`config.mk`:
```
export PLATFORM = sky130hd
export DESIGN_NAME = stim_pulse_gen
export DESIGN_NICKNAME = d
export VERILOG_FILES = /design/src/rtl/stim_pulse_gen.sv
export SDC_FILE = /design/constraint.sdc
export NUM_CORES = 1
export LEC_CHECK = 0
export ABC_CLOCK_PERIOD_IN_PS = 4400
export BUFFER_PORTS_ARGS = -buffer_cell sky130_fd_sc_hd__buf_2
export CAP_MARGIN = 20
export CORE_MARGIN = 8
export CORE_UTILIZATION = 66
export DETAILED_ROUTE_END_ITERATION = 10
export PLACE_DENSITY = 0.95
export SLEW_MARGIN = 40
export SYNTH_ARGS = -nofsm -noshare
export SYNTH_HDL_FRONTEND = slang
export SYNTH_SLANG_ARGS = --single-unit
```
`constraint.sdc`:
```
create_clock -name clk -period 4.4 [get_ports clk]
set_clock_uncertainty 0.1 [all_clocks]
set_input_delay 0 -clock clk [delete_from_list [all_inputs] [get_ports clk]]
set_output_delay 0 -clock clk [all_outputs]
set_load 0.05 [all_outputs]
```
`src/rtl/stim_pulse_gen.sv`:
```
// Purpose : confirm a seizure decision over CONFIRM_N valid samples, then drive a charge-balanced
//           biphasic pulse train followed by a refractory lockout; en=1 aborts with charge balancing.
// Latency : outputs are registered; CATH starts on the edge that samples the confirming strobe.
// Backpr. : none; decisions arriving outside IDLE/CONFIRM are dropped, never queued.
module stim_pulse_gen #(
    parameter int CONFIRM_N   = 2,
    parameter int PHASE_CYC   = 100,
    parameter int GAP_CYC     = 20,
    parameter int PERIOD_CYC  = 1000,
    parameter int PULSES      = 10,
    parameter int REFRACT_CYC = 50000,
    parameter int CNT_W       = 16,
    parameter int EVT_W       = 8
) (
    input  logic                          clk,
    input  logic                          rst,
    input  logic                          en,
    input  logic                          sample_valid,
    input  logic                          stim_req,
    output logic                          stim_cath,
    output logic                          stim_anod,
    output logic                          busy,
    output logic                          train_done,
    output logic [$clog2(PULSES+1)-1:0]   pulse_idx,
    output logic [EVT_W-1:0]              train_count
);

    localparam int PI_W     = $clog2(PULSES + 1);
    localparam int CONF_W   = $clog2(CONFIRM_N + 1);
    localparam int REST_CYC = PERIOD_CYC - 2 * PHASE_CYC - GAP_CYC;
    localparam int MAX_DUR  = (PERIOD_CYC > REFRACT_CYC) ? PERIOD_CYC : REFRACT_CYC;

    // Timer reload values: each state lasts (reload + 1) cycles.
    localparam logic [CNT_W-1:0] T_PHASE = CNT_W'(PHASE_CYC - 1);
    localparam logic [CNT_W-1:0] T_GAP   = CNT_W'((GAP_CYC > 0) ? (GAP_CYC - 1) : 0);
    localparam logic [CNT_W-1:0] T_REST  = CNT_W'((REST_CYC > 0) ? (REST_CYC - 1) : 0);
    localparam logic [CNT_W-1:0] T_REFR  = CNT_W'(REFRACT_CYC - 1);

    localparam logic [CONF_W-1:0] CONF_LAST = CONF_W'(CONFIRM_N - 1);
    localparam logic [PI_W-1:0]   IDX_LAST  = PI_W'(PULSES - 1);
    localparam logic [EVT_W-1:0]  EVT_SAT   = {EVT_W{1'b1}};

    // Elaboration-time parameter sanity checks.
    if (CONFIRM_N < 1 || PHASE_CYC < 1 || PULSES < 1 || REFRACT_CYC < 1 || GAP_CYC < 0) begin : g_bad_min
        $error("stim_pulse_gen: CONFIRM_N, PHASE_CYC, PULSES, REFRACT_CYC must be >= 1, GAP_CYC >= 0");
    end
    if (PERIOD_CYC < 2 * PHASE_CYC + GAP_CYC + 1) begin : g_bad_period
        $error("stim_pulse_gen: PERIOD_CYC must be >= 2*PHASE_CYC+GAP_CYC+1");
    end
    if (longint'(MAX_DUR) > ((longint'(1) << CNT_W) - 1)) begin : g_bad_cnt_w
        $error("stim_pulse_gen: CNT_W too narrow for max(PERIOD_CYC, REFRACT_CYC)");
    end

    typedef enum logic [2:0] {
        S_IDLE,
        S_CONFIRM,
        S_CATH,
        S_GAP,
        S_ANOD,
        S_REST,
        S_REFRACT,
        S_ABORT
    } state_t;

    state_t              state;
    logic [CNT_W-1:0]    timer;
    logic [CNT_W-1:0]    cath_elapsed;   // CATH cycles spent in the current pulse, for abort balancing
    logic [CONF_W-1:0]   conf_cnt;
    logic                abort_pend;     // abort seen during ANOD; finish the phase then go idle

    // Output decode for a state: {stim_cath, stim_anod, busy}. Applied to the next state so the
    // outputs are registered alongside it.
    function automatic logic [2:0] drv(input state_t s);
        logic [2:0] r;
        r = 3'b000;
        case (s)
            S_CATH:    r = 3'b101;
            S_GAP:     r = 3'b001;
            S_ANOD:    r = 3'b011;
            S_REST:    r = 3'b001;
            S_REFRACT: r = 3'b001;
            S_ABORT:   r = 3'b011;
            default:   r = 3'b000;
        endcase
        return r;
    endfunction

    // Main control FSM: confirmation, pulse sequencing, lockout, abort with charge balancing.
    always_ff @(posedge clk) begin
        if (rst) begin
            state                          <= S_IDLE;
            timer                          <= '0;
            cath_elapsed                   <= '0;
            conf_cnt                       <= '0;
            abort_pend                     <= 1'b0;
            {stim_cath, stim_anod, busy}   <= 3'b000;
            train_done                     <= 1'b0;
            pulse_idx                      <= '0;
            train_count                    <= '0;
        end else begin
            train_done <= 1'b0;
            case (state)
                S_IDLE, S_CONFIRM: begin
                    if (en) begin
                        state    <= S_IDLE;
                        conf_cnt <= '0;
                    end else if (sample_valid) begin
                        if (!stim_req) begin
                            state    <= S_IDLE;
                            conf_cnt <= '0;
                        end else if (conf_cnt == CONF_LAST) begin
                            state                        <= S_CATH;
                            timer                        <= T_PHASE;
                            cath_elapsed                 <= CNT_W'(1);
                            conf_cnt                     <= '0;
                            pulse_idx                    <= '0;
                            {stim_cath, stim_anod, busy} <= drv(S_CATH);
                            if (train_count != EVT_SAT) begin
                                train_count <= train_count + EVT_W'(1);
                            end
                        end else begin
                            state    <= S_CONFIRM;
                            conf_cnt <= conf_cnt + CONF_W'(1);
                        end
                    end
                end

                S_CATH: begin
                    if (en) begin
                        // Balance exactly the cathodic charge already delivered.
                        state                        <= S_ABORT;
                        timer                        <= cath_elapsed - CNT_W'(1);
                        {stim_cath, stim_anod, busy} <= drv(S_ABORT);
                    end else if (timer == '0) begin
                        if (GAP_CYC > 0) begin
                            state                        <= S_GAP;
                            timer                        <= T_GAP;
                            {stim_cath, stim_anod, busy} <= drv(S_GAP);
                        end else begin
                            state                        <= S_ANOD;
                            timer                        <= T_PHASE;
                            {stim_cath, stim_anod, busy} <= drv(S_ANOD);
                        end
                    end else begin
                        timer        <= timer - CNT_W'(1);
                        cath_elapsed <= cath_elapsed + CNT_W'(1);
                    end
                end

                S_GAP: begin
                    if (en) begin
                        state                        <= S_ABORT;
                        timer                        <= cath_elapsed - CNT_W'(1);
                        {stim_cath, stim_anod, busy} <= drv(S_ABORT);
                    end else if (timer == '0) begin
                        state                        <= S_ANOD;
                        timer                        <= T_PHASE;
                        {stim_cath, stim_anod, busy} <= drv(S_ANOD);
                    end else begin
                        timer <= timer - CNT_W'(1);
                    end
                end

                S_ANOD: begin
                    if (en) begin
                        abort_pend <= 1'b1;
                    end
                    if (timer == '0) begin
                        if (en || abort_pend) begin
                            state                        <= S_IDLE;
                            timer                        <= '0;
                            conf_cnt                     <= '0;
                            pulse_idx                    <= '0;
                            abort_pend                   <= 1'b0;
                            {stim_cath, stim_anod, busy} <= drv(S_IDLE);
                        end else begin
                            state                        <= S_REST;
                            timer                        <= T_REST;
                            {stim_cath, stim_anod, busy} <= drv(S_REST);
                        end
                    end else begin
                        timer <= timer - CNT_W'(1);
                    end
                end

                S_REST: begin
                    if (en) begin
                        state                        <= S_IDLE;
                        timer                        <= '0;
                        conf_cnt                     <= '0;
                        pulse_idx                    <= '0;
                        {stim_cath, stim_anod, busy} <= drv(S_IDLE);
                    end else if (timer == '0) begin
                        if (pulse_idx < IDX_LAST) begin
                            state                        <= S_CATH;
                            timer                        <= T_PHASE;
                            cath_elapsed                 <= CNT_W'(1);
                            pulse_idx                    <= pulse_idx + PI_W'(1);
                            {stim_cath, stim_anod, busy} <= drv(S_CATH);
                        end else begin
                            state                        <= S_REFRACT;
                            timer                        <= T_REFR;
                            train_done                   <= 1'b1;
                            {stim_cath, stim_anod, busy} <= drv(S_REFRACT);
                        end
                    end else begin
                        timer <= timer - CNT_W'(1);
                    end
                end

                S_REFRACT: begin
                    if (en || timer == '0) begin
                        state                        <= S_IDLE;
                        timer                        <= '0;
                        conf_cnt                     <= '0;
                        pulse_idx                    <= '0;
                        {stim_cath, stim_anod, busy} <= drv(S_IDLE);
                    end else begin
                        timer <= timer - CNT_W'(1);
                    end
                end

                S_ABORT: begin
                    // en is ignored here: balancing always runs to completion.
                    if (timer == '0) begin
                        state                        <= S_IDLE;
                        conf_cnt                     <= '0;
                        pulse_idx                    <= '0;
                        abort_pend                   <= 1'b0;
                        {stim_cath, stim_anod, busy} <= drv(S_IDLE);
                    end else begin
                        timer <= timer - CNT_W'(1);
                    end
                end

                default: begin
                    state                        <= S_IDLE;
                    timer                        <= '0;
                    conf_cnt                     <= '0;
                    pulse_idx                    <= '0;
                    abort_pend                   <= 1'b0;
                    {stim_cath, stim_anod, busy} <= 3'b000;
                end
            endcase
        end
    end

endmodule
```
-- Word level (Yosys, flattened, before mapping)
Index checks and enable logic that the tools add are counted.
- register bits: 54
- bits of input ports: 5
- output and inout bits: 16
- word-level logic and storage cells: 168
- add/subtract/negate cells: 6
- $lt $le $gt $ge: 1
- eq/ne operators: 29
- multiplexer cells: 97
- bitwise logic cells: 3
- reduce and logical (&&, ||, !) cells: 21
- operators with widths (cell ; count):
    16-bit 2-to-1 mux ; 23
    16-bit one-hot mux with 7 select lines ; 1
    16-bit one-hot mux with 3 select lines ; 1
    4-bit 2-to-1 mux ; 11
    3-bit 2-to-1 mux ; 13
    16-bit by 1-bit subtractor with 16-bit output, second input constant ; 2
    2-bit != test, second input constant ; 15
    1-bit 2-to-1 mux ; 29
    2-bit 2-to-1 mux ; 11
    3-bit one-hot mux with 7 select lines ; 1
    7-bit AND reduction ; 3
    4-bit one-hot mux with 5 select lines ; 1
    6-bit AND reduction ; 3
    16-bit by 1-bit adder with 16-bit output, second input constant ; 1
    16-bit zero test ; 1
    3-bit != test, second input constant ; 5
    3-bit equality test, second input constant ; 4
    1-bit one-hot mux with 6 select lines ; 2
    11-bit AND reduction ; 1
    10-bit 2-to-1 mux ; 1
    2-bit one-hot mux with 5 select lines ; 1
    10-bit AND reduction ; 1
    8-bit by 1-bit adder with 8-bit output, second input constant ; 1
    8-bit != test, second input constant ; 1
    other kinds (18) ; 24

-- Depth between registers and ports, before layout
Gate-level depths: netlist of the first run.
- depth after elaboration: 6
- depth in mapped cells: 10
- depth with buffers taken out: 8

-- Least setup slack after synthesis of the first run
Ideal clock, no wire load.
- path kind: flip-flop to flip-flop
- from: register pulse_idx[0]
- to: register cath_elapsed[11]
- library setup time: 0.065 ns
- data arrival time: 2.293 ns
- data required time: 4.235 ns
- slack: 1.942 ns
- cell stages (with the launch flop): 11
- path buffers: 2
- clock period less this slack: 2.458 ns
- cell sequence: dfxtp_1 inv_1 ha_1 nand2b_1 nand2_1 a31oi_1 nor2_1 or2_2 clkbuf_1 clkbuf_1 nor2_1
- cells in the longest elaborated chain, start to end: 3
- ends and longest elaborated chain (what ; line ; RTL):
    start: declaration ; 24 ; output logic [$clog2(PULSES+1)-1:0] pulse_idx,
    start signal: assignment ; 198 ; pulse_idx <= pulse_idx + PI_W'(1);
    4-bit less-than comparator ; 194 ; if (pulse_idx < IDX_LAST) begin
    2-bit != test (no line) ; -- ;
    10-bit AND reduction (no line) ; -- ;
    end signal: assignment ; 146 ; cath_elapsed <= cath_elapsed + CNT_W'(1);
    end: declaration ; 67 ; logic [CNT_W-1:0] cath_elapsed;
No other way between the ends.
A chain may end at the register's enable or synchronous reset.

-- Worst setup path in the final report of the first run
- from: register timer[0]
- to: register cath_elapsed[8]
- cells in the longest elaborated chain, start to end: 3
- elaborated cells between the ends (all ways): 4
- classes of those cells: eq/ne (2); reduce/logical (2)
- ends and longest elaborated chain (what ; line ; RTL):
    start: declaration ; 66 ; logic [CNT_W-1:0] timer;
    start signal: assignment ; 132 ; timer <= cath_elapsed - CNT_W'(1);
    start signal: assignment ; 145 ; timer <= timer - CNT_W'(1);
    start signal: assignment ; 153 ; timer <= cath_elapsed - CNT_W'(1);
    16-bit zero test (*) ; 134, 193 ;
    2-bit != test (no line) ; -- ;
    10-bit AND reduction (no line) (*) ; -- ;
Every way passes the cells marked *; elsewhere a longest branch is shown, timed or not.

==> results of run 1 <==
==> per-layer routing <==
layer | up-vias | share of wire [%] | track usage (%)
met5 | - | 0 | 0
li1 | 1753 | - | -
met1 | 1696 | 42 | 32.5
met3 | 28 | 11 | 4.96
met2 | 251 | 46 | 39.5
met4 | 0 | 1.5 | 6.04
==> cell type report <==
type                       instances  area [µm²]  share of cell area, %
sequential                        54        1080                   28.8
timing repair buffer              24         130                   3.46
multi-input combinational        382        2320                   61.7
inverter                          13        48.8                   1.30
clock inverter                     1        5.00                  0.133
tap                               70        87.6                   2.33
clock buffer                       7        86.3                   2.30
==> cell usage after synthesis, types with 4 or more instances <==
cell      count
xor2_1       16
and3_1        8
a21oi_1      35
nor2_1       65
o31ai_1       8
nand3_1      17
dfxtp_1      54
nor3b_1       4
or3_1         6
nand2_1      40
a31oi_1       7
a221oi_1      4
or4_1         8
buf_1         5
nand2b_1     11
o22ai_1       4
nor3_1       16
inv_1        12
nor2b_1       7
nor4_1       21
a22oi_1       4
o21ai_0      17
xnor2_1      18
nand4_1       7
a211oi_1      8
ha_1          6
clkbuf_1     24
==> state kept, by name, summed over array words and instances, names as in the netlist <==
signal	flops
cath_elapsed	16
timer	16
train_count	8
pulse_idx	4
state	3
conf_cnt	2
abort_pend	1
busy	1
stim_anod	1
stim_cath	1
train_done	1
==> metrics by stage <==
| stage | instance area [µm²] | setup slack [ns] |
|---|---|---|
| global placement | 3660 | 1.55 |
| detailed placement | 3660 | 1.45 |
| floorplan | 3570 | 1.94 |
| CTS | 3750 | 1.41 |
| global route | 3760 | 1.26 |
| finish | 3760 | 1.37 |
==> worst max-delay path: cells and delay by family, from the launching register on <==
family	cells	cell delay, ns
adders and majority gates	1	0.21
buffers and inverters	3	0.51
DFF	1	0.35
AOI/OAI and AO/OA	2	0.28
and+or+nand+nor	4	1.48
==> kinds of logic (layout without fill, tap and decap cells) <==
family,count (synthesis),count (layout),synth area share (%)
AND/OR/NAND/NOR,226,226,32.8
XOR/XNOR,34,34,8.34
buffers and inverters,44,45,4.87
flip-flops,54,54,30.3
AO/OA/AOI/OAI,113,113,20.7
multiplexers,3,3,0.841
adder cells (fa/ha/maj),6,6,2.10
==> report_power, final <==
part	total [µW]	internal (µW)	switching (µW)
logic	970	325	646
registers	597	531	65.5
clock network	293	128	165
==> how the worst min path moves through the flow <==
stage / cells after the start / slack, ns / end
final: 5 / 0.1 / state[1]
after global routing: 5 / 0.17 / state[1]
after CTS: 5 / 0.1 / state[1]
after detailed placement: 1 / 0.38 / train_done
after global placement: 1 / 0.37 / conf_cnt[1]
after floorplan: 3 / 0.25 / state[1]
==> results.json, run 1 <==
{
  "mostFrequentLayoutCell": "nor2_1",
  "syn_area_um2": 3570,
  "first_iter_violations": 575,
  "p_leak_uw": 0.00138,
  "synth-edff-count": 0,
  "timing.rr.start": "timer[0]",
  "p_per_area_nw_per_um2": 495,
  "cts_resized": 0,
  "yosys_warnings": 0,
  "drc": 0,
  "hold_slack_ns": 0.0991,
  "gp_congestion": 0.984,
  "worst_path_most_repeated_cell": "buf_4",
  "ys_ff_latch": 54,
  "first_global_vias": 3325,
  "rsz0062_at_grt": "false",
  "min_period_ns": 3.03,
  "arrival_ns": 3.17,
  "avgViaCountPerCell": 6.77,
  "num_rows": 26,
  "setup_violations": 0,
  "hp-class": "input pin to flip-flop",
  "dpl.hpwl_um": 6960,
  "placed_cells": 543,
  "synth-main-ff-cell": "dfxtp_1",
  "slowest_stage": "or4_1",
  "ios": 21,
  "min_from": "stim_req",
  "async_flop_share_pct": 0,
  "synth_top_cell_by_area": "dfxtp_1",
  "path_clk_slew_ns": 0.10,
  "fillCellCount": 414,
  "cts_tree": "yes",
  "synth_seq_area_share_pct": 30.3,
  "timing.fmax_mhz": 330,
  "wl_um": 9690,
  "start_util_pct": 69.0,
  "startpoint": "timer[0]",
  "cap_violations": 0,
  "finish.utilization_pct": 72.6,
  "worst_pin_slew_ns": 0.819,
  "clock_sinks": 54,
  "cts_max_level": 2,
  "synth.top_cell.area_share_pct": 30.3,
  "clockRootBuffer": "clkbuf_8",
  "synth_area_per_cell_um2": 7.44,
  "max_slew_margin_pct": 45.2,
  "grt_usage_pct": 24.6,
  "vdd_ir_drop_max_v": 0.000303,
  "fin_crit_sh_pct": 68.8,
  "cts-buffers-inserted": 5,
  "wire_per_inst_um": 17.6,
  "layout_common_cells": "nor2_1 (65), dfxtp_1 (53), nand2_1 (40)",
  "cp_cell_sequence": "inv_1, ha_1, nor4b_1, and4_1, buf_4, a31oi_1, buf_4, or3_4, or4_1, a21oi_1",
  "rr_worst_depth": 10,
  "die_area_um2": 8020,
  "areaGrowthSynthToFinish_pct": 5.19,
  "n_antenna_cell": 0,
  "required_ns": 4.54,
  "slowest_delay_ns": 0.51,
  "die_x_um": 89.6,
  "syn_inst": 480,
  "stdcell_count": 551,
  "ys_top_cells_by_area": "dfxtp_1 (30%), nor2_1 (6.8%), a21oi_1 (4.9%), xnor2_1 (4.4%), nand2_1 (4.2%)",
  "grt_antenna_before_repair": 0,
  "grt-ovfl-total": 0,
  "cts_buffer_depth": 2,
  "ys_types": 58,
  "hold_violations": 0,
  "synth_nets": 491,
  "ctsHoldBuffers": 0,
  "portBuffers": 20,
  "ant_nets": 0,
  "startpoint_type": "flip-flop",
  "drive_gt1_share_pct": 8.52,
  "power.total_uw": 1860,
  "crit_type": "flip-flop to flip-flop",
  "path_max_fanout": 20,
  "rr_endpoint": "cath_elapsed[8]",
  "clk_latency_ns": 0.31,
  "grt_max_degree": 44,
  "r2r_slack_ns": 1.37,
  "cts_setup_buffers": 0,
  "outcome": "finished, final reports clean",
  "end_kind": "flip-flop",
  "first_pass_iters": 5,
  "grt_pass1_wl_um": 15700,
  "core_area_um2": 5170,
  "endpoint": "cath_elapsed[8]",
  "final_nets": 491,
  "vias": 3728,
  "setup_tns_ns": 0,
  "fp.dieH_um": 89.6,
  "drv_slew": 0
}
Power figures use the tool's default switching activity.
==> run 2: changes to the inputs <==
ABC_AREA = 1   (was not set)
ABC_CLOCK_PERIOD_IN_PS = 3000   (was 4400)
CORE_UTILIZATION = 62   (was 66)
PLACE_DENSITY = 0.92   (was 0.95)
clock period = 3 ns   (was 4.4 ns; I/O delays follow)
==> run 2 against run 1 <==
Net effect: clock power grew 80%; worst setup slack worse by 0.73 ns; area after synthesis grew 10%; critical path type unchanged; first-iteration DRC count is 37% lower; global-route usage is 0.46 points lower; largest cell class unchanged.
==> results.json, run 2 <==
{
  "outcome": "finished, final reports clean",
  "hp-class": "input pin to flip-flop",
  "worst_pin_slew_ns": 0.623,
  "min_period_ns": 2.36,
  "path_max_fanout": 19,
  "cap_violations": 0,
  "dpl.hpwl_um": 7970,
  "final_nets": 668,
  "setup_violations": 0,
  "startpoint_type": "flip-flop",
  "wire_per_inst_um": 14.7,
  "startpoint": "timer[0]",
  "p_per_area_nw_per_um2": 903,
  "core_area_um2": 6240,
  "yosys.area_share.simple_pct": 39.3,
  "synth_area_per_cell_um2": 6.08,
  "first_iter_violations": 360,
  "hold_violations": 0,
  "synth_top_cell_by_area": "dfxtp_1",
  "timing.fmax_mhz": 424,
  "drv_slew": 0,
  "required_ns": 3.15,
  "path_clk_slew_ns": 0.12,
  "grt_antenna_before_repair": 0,
  "synth-main-ff-cell": "dfxtp_1",
  "critPathBufInv": 1,
  "hold_slack_ns": 0.0984,
  "num_rows": 29,
  "ys_top_cells_by_area": "dfxtp_1 (27%), nand2_1 (15%), nor2_1 (8.6%), a21oi_1 (7.2%), xor2_1 (6.4%)",
  "yosysMostFrequentCell": "nand2_1",
  "start_util_pct": 63.2,
  "gp_congestion": 1.03,
  "vdd_ir_drop_max_v": 0.000620,
  "fp.dieH_um": 95.8,
  "synth_top_family_by_area": "simple AND/OR/NAND/NOR gates",
  "first_pass_iters": 7,
  "die_x_um": 95.8,
  "cts_resized": 0,
  "synth_common_cells": "nand2_1 (158), nor2_1 (90), inv_1 (66)",
  "drive_gt1_share_pct": 8.81,
  "cts_tree": "yes",
  "async_flop_share_pct": 0,
  "areaGrowthSynthToFinish_pct": 6.15,
  "syn_area_um2": 3950,
  "yosys_warnings": 0,
  "end_kind": "flip-flop",
  "slowest_delay_ns": 0.43,
  "cp_cell_sequence": "inv_1, ha_1, nand2_2, nor2_2, nand2_2, o21ai_1, nand4_2, nand3b_1, a21oi_1",
  "ios": 21,
  "mostFrequentLayoutCell": "nand2_1",
  "wl_um": 10800,
  "portBuffers": 20,
  "crit_type": "flip-flop to flip-flop",
  "rsz0062_at_grt": "false",
  "worst_path_most_repeated_cell": "nand2_2",
  "clock_sinks": 54,
  "min_from": "rst",
  "synthXorXnorAreaFrac_pct": 6.66,
  "ant_nets": 0,
  "clockRootBuffer": "clkbuf_8",
  "first_global_vias": 4006,
  "cts_max_level": 2,
  "synth-edff-count": 0,
  "layout_common_cells": "nand2_1 (158), nor2_1 (90), inv_1 (66)",
  "cts_buffer_depth": 2,
  "vias": 4316,
  "n_antenna_cell": 0,
  "grt_usage_pct": 24.1,
  "synth.top_cell.area_share_pct": 27.4,
  "synth_seq_area_share_pct": 27.4,
  "synth_nets": 660,
  "slowest_stage": "nand4_2",
  "ys_types": 37,
  "ctsHoldBuffers": 0,
  "top_regs": "cath_elapsed (16), timer (16), train_count (8)",
  "max_slew_margin_pct": 58.4,
  "cts-buffers-inserted": 5,
  "grt_pass1_wl_um": 18000,
  "clk_latency_ns": 0.33,
  "synthAdderAreaFrac_pct": 1.90,
  "avgViaCountPerCell": 5.87,
  "path_delay_family": "simple AND/OR/NAND/NOR gates",
  "syn_inst": 649,
  "p_leak_uw": 0.00188,
  "grt_max_degree": 35,
  "grt-ovfl-total": 0,
  "synth_compound_area_share_pct": 15.3,
  "drc": 0,
  "die_area_um2": 9170,
  "timing.rr.start": "timer[0]",
  "synthMuxAreaShare_pct": 0,
  "setup_tns_ns": 0,
  "arrival_ns": 2.50,
  "fin_crit_sh_pct": 78.6,
  "cts_setup_buffers": 0,
  "ys_ff_latch": 54
}
-- run 2: cell types whose count changed after synthesis, moves of 17 or more --
cell	change
nand2_1	+118
inv_1	+54
nand3_1	+26
nor2_1	+25
a21oi_1	+22
nor4_1	-19
xnor2_1	-17
-- run 2: worst paths after layout --
| path | to | slack, ns | cells past startpoint |
|---|---|---|---|
| max | cath_elapsed[6] | 0.64 | 9 |
| min | train_done | 0.1 | 3 |
| max reg2reg | cath_elapsed[6] | 0.64 | 9 |
| min reg2reg | conf_cnt[1] | 0.36 | 2 |
-- run 2: cell type report --
cell class | count | area, µm²
clock buffers | 5 | 68.8
clock inverters | 3 | 47.5
fillers | 576 | 2050
inverters | 73 | 274
multi-input cells | 499 | 2490
flip-flops and latches | 54 | 1080
well taps | 77 | 96.3
repair buffers | 24 | 130
-- run 2: worst register-to-register path, stage by stage, from the launching register on --
cell and delay (ns):
dfxtp_1 0.34, inv_1 0.09, ha_1 0.21, nand2_2 0.11, nor2_2 0.17, nand2_2 0.17
o21ai_1 0.19, nand4_2 0.43, nand3b_1 0.33, a21oi_1 0.13
-- run 2: through the flow --
stage	total power, µW	instances	cell area (µm²)	worst slack, ns	utilization [%]
after floorplan	2710	649	3950	1.05	-
after detailed placement	3190	727	4070	0.740	65.2
final	3780	735	4190	0.643	67.1
after global routing	4070	735	4190	0.449	67.1
after global placement	3160	727	4070	0.818	65.2
after CTS	3710	735	4190	0.701	67.1
-- run 2: power breakdown --
part | internal [µW] | total [µW] | switching, µW
logic | 676 | 2300 | 1620
clock network | 254 | 526 | 273
registers | 830 | 958 | 128
-- run 2: cells by family (layout without fill, tap and decap cells) --
logic type / count (synthesis) / after routing
and+or+nand+nor: 352 / 352
AOI/OAI and AO/OA: 111 / 111
buffers and inverters: 96 / 105
DFF: 54 / 54
xor gates and xnor gates: 30 / 30
adders and majority gates: 6 / 6
-- run 2: metal layers --
metal	global-route usage, %	vias to the layer above	wire (µm)
li1	-	2135	-
met1	30.6	1950	4620
met2	39.3	199	4980
met3	5.15	32	983
met4	8.83	0	226
met5	0	-	0
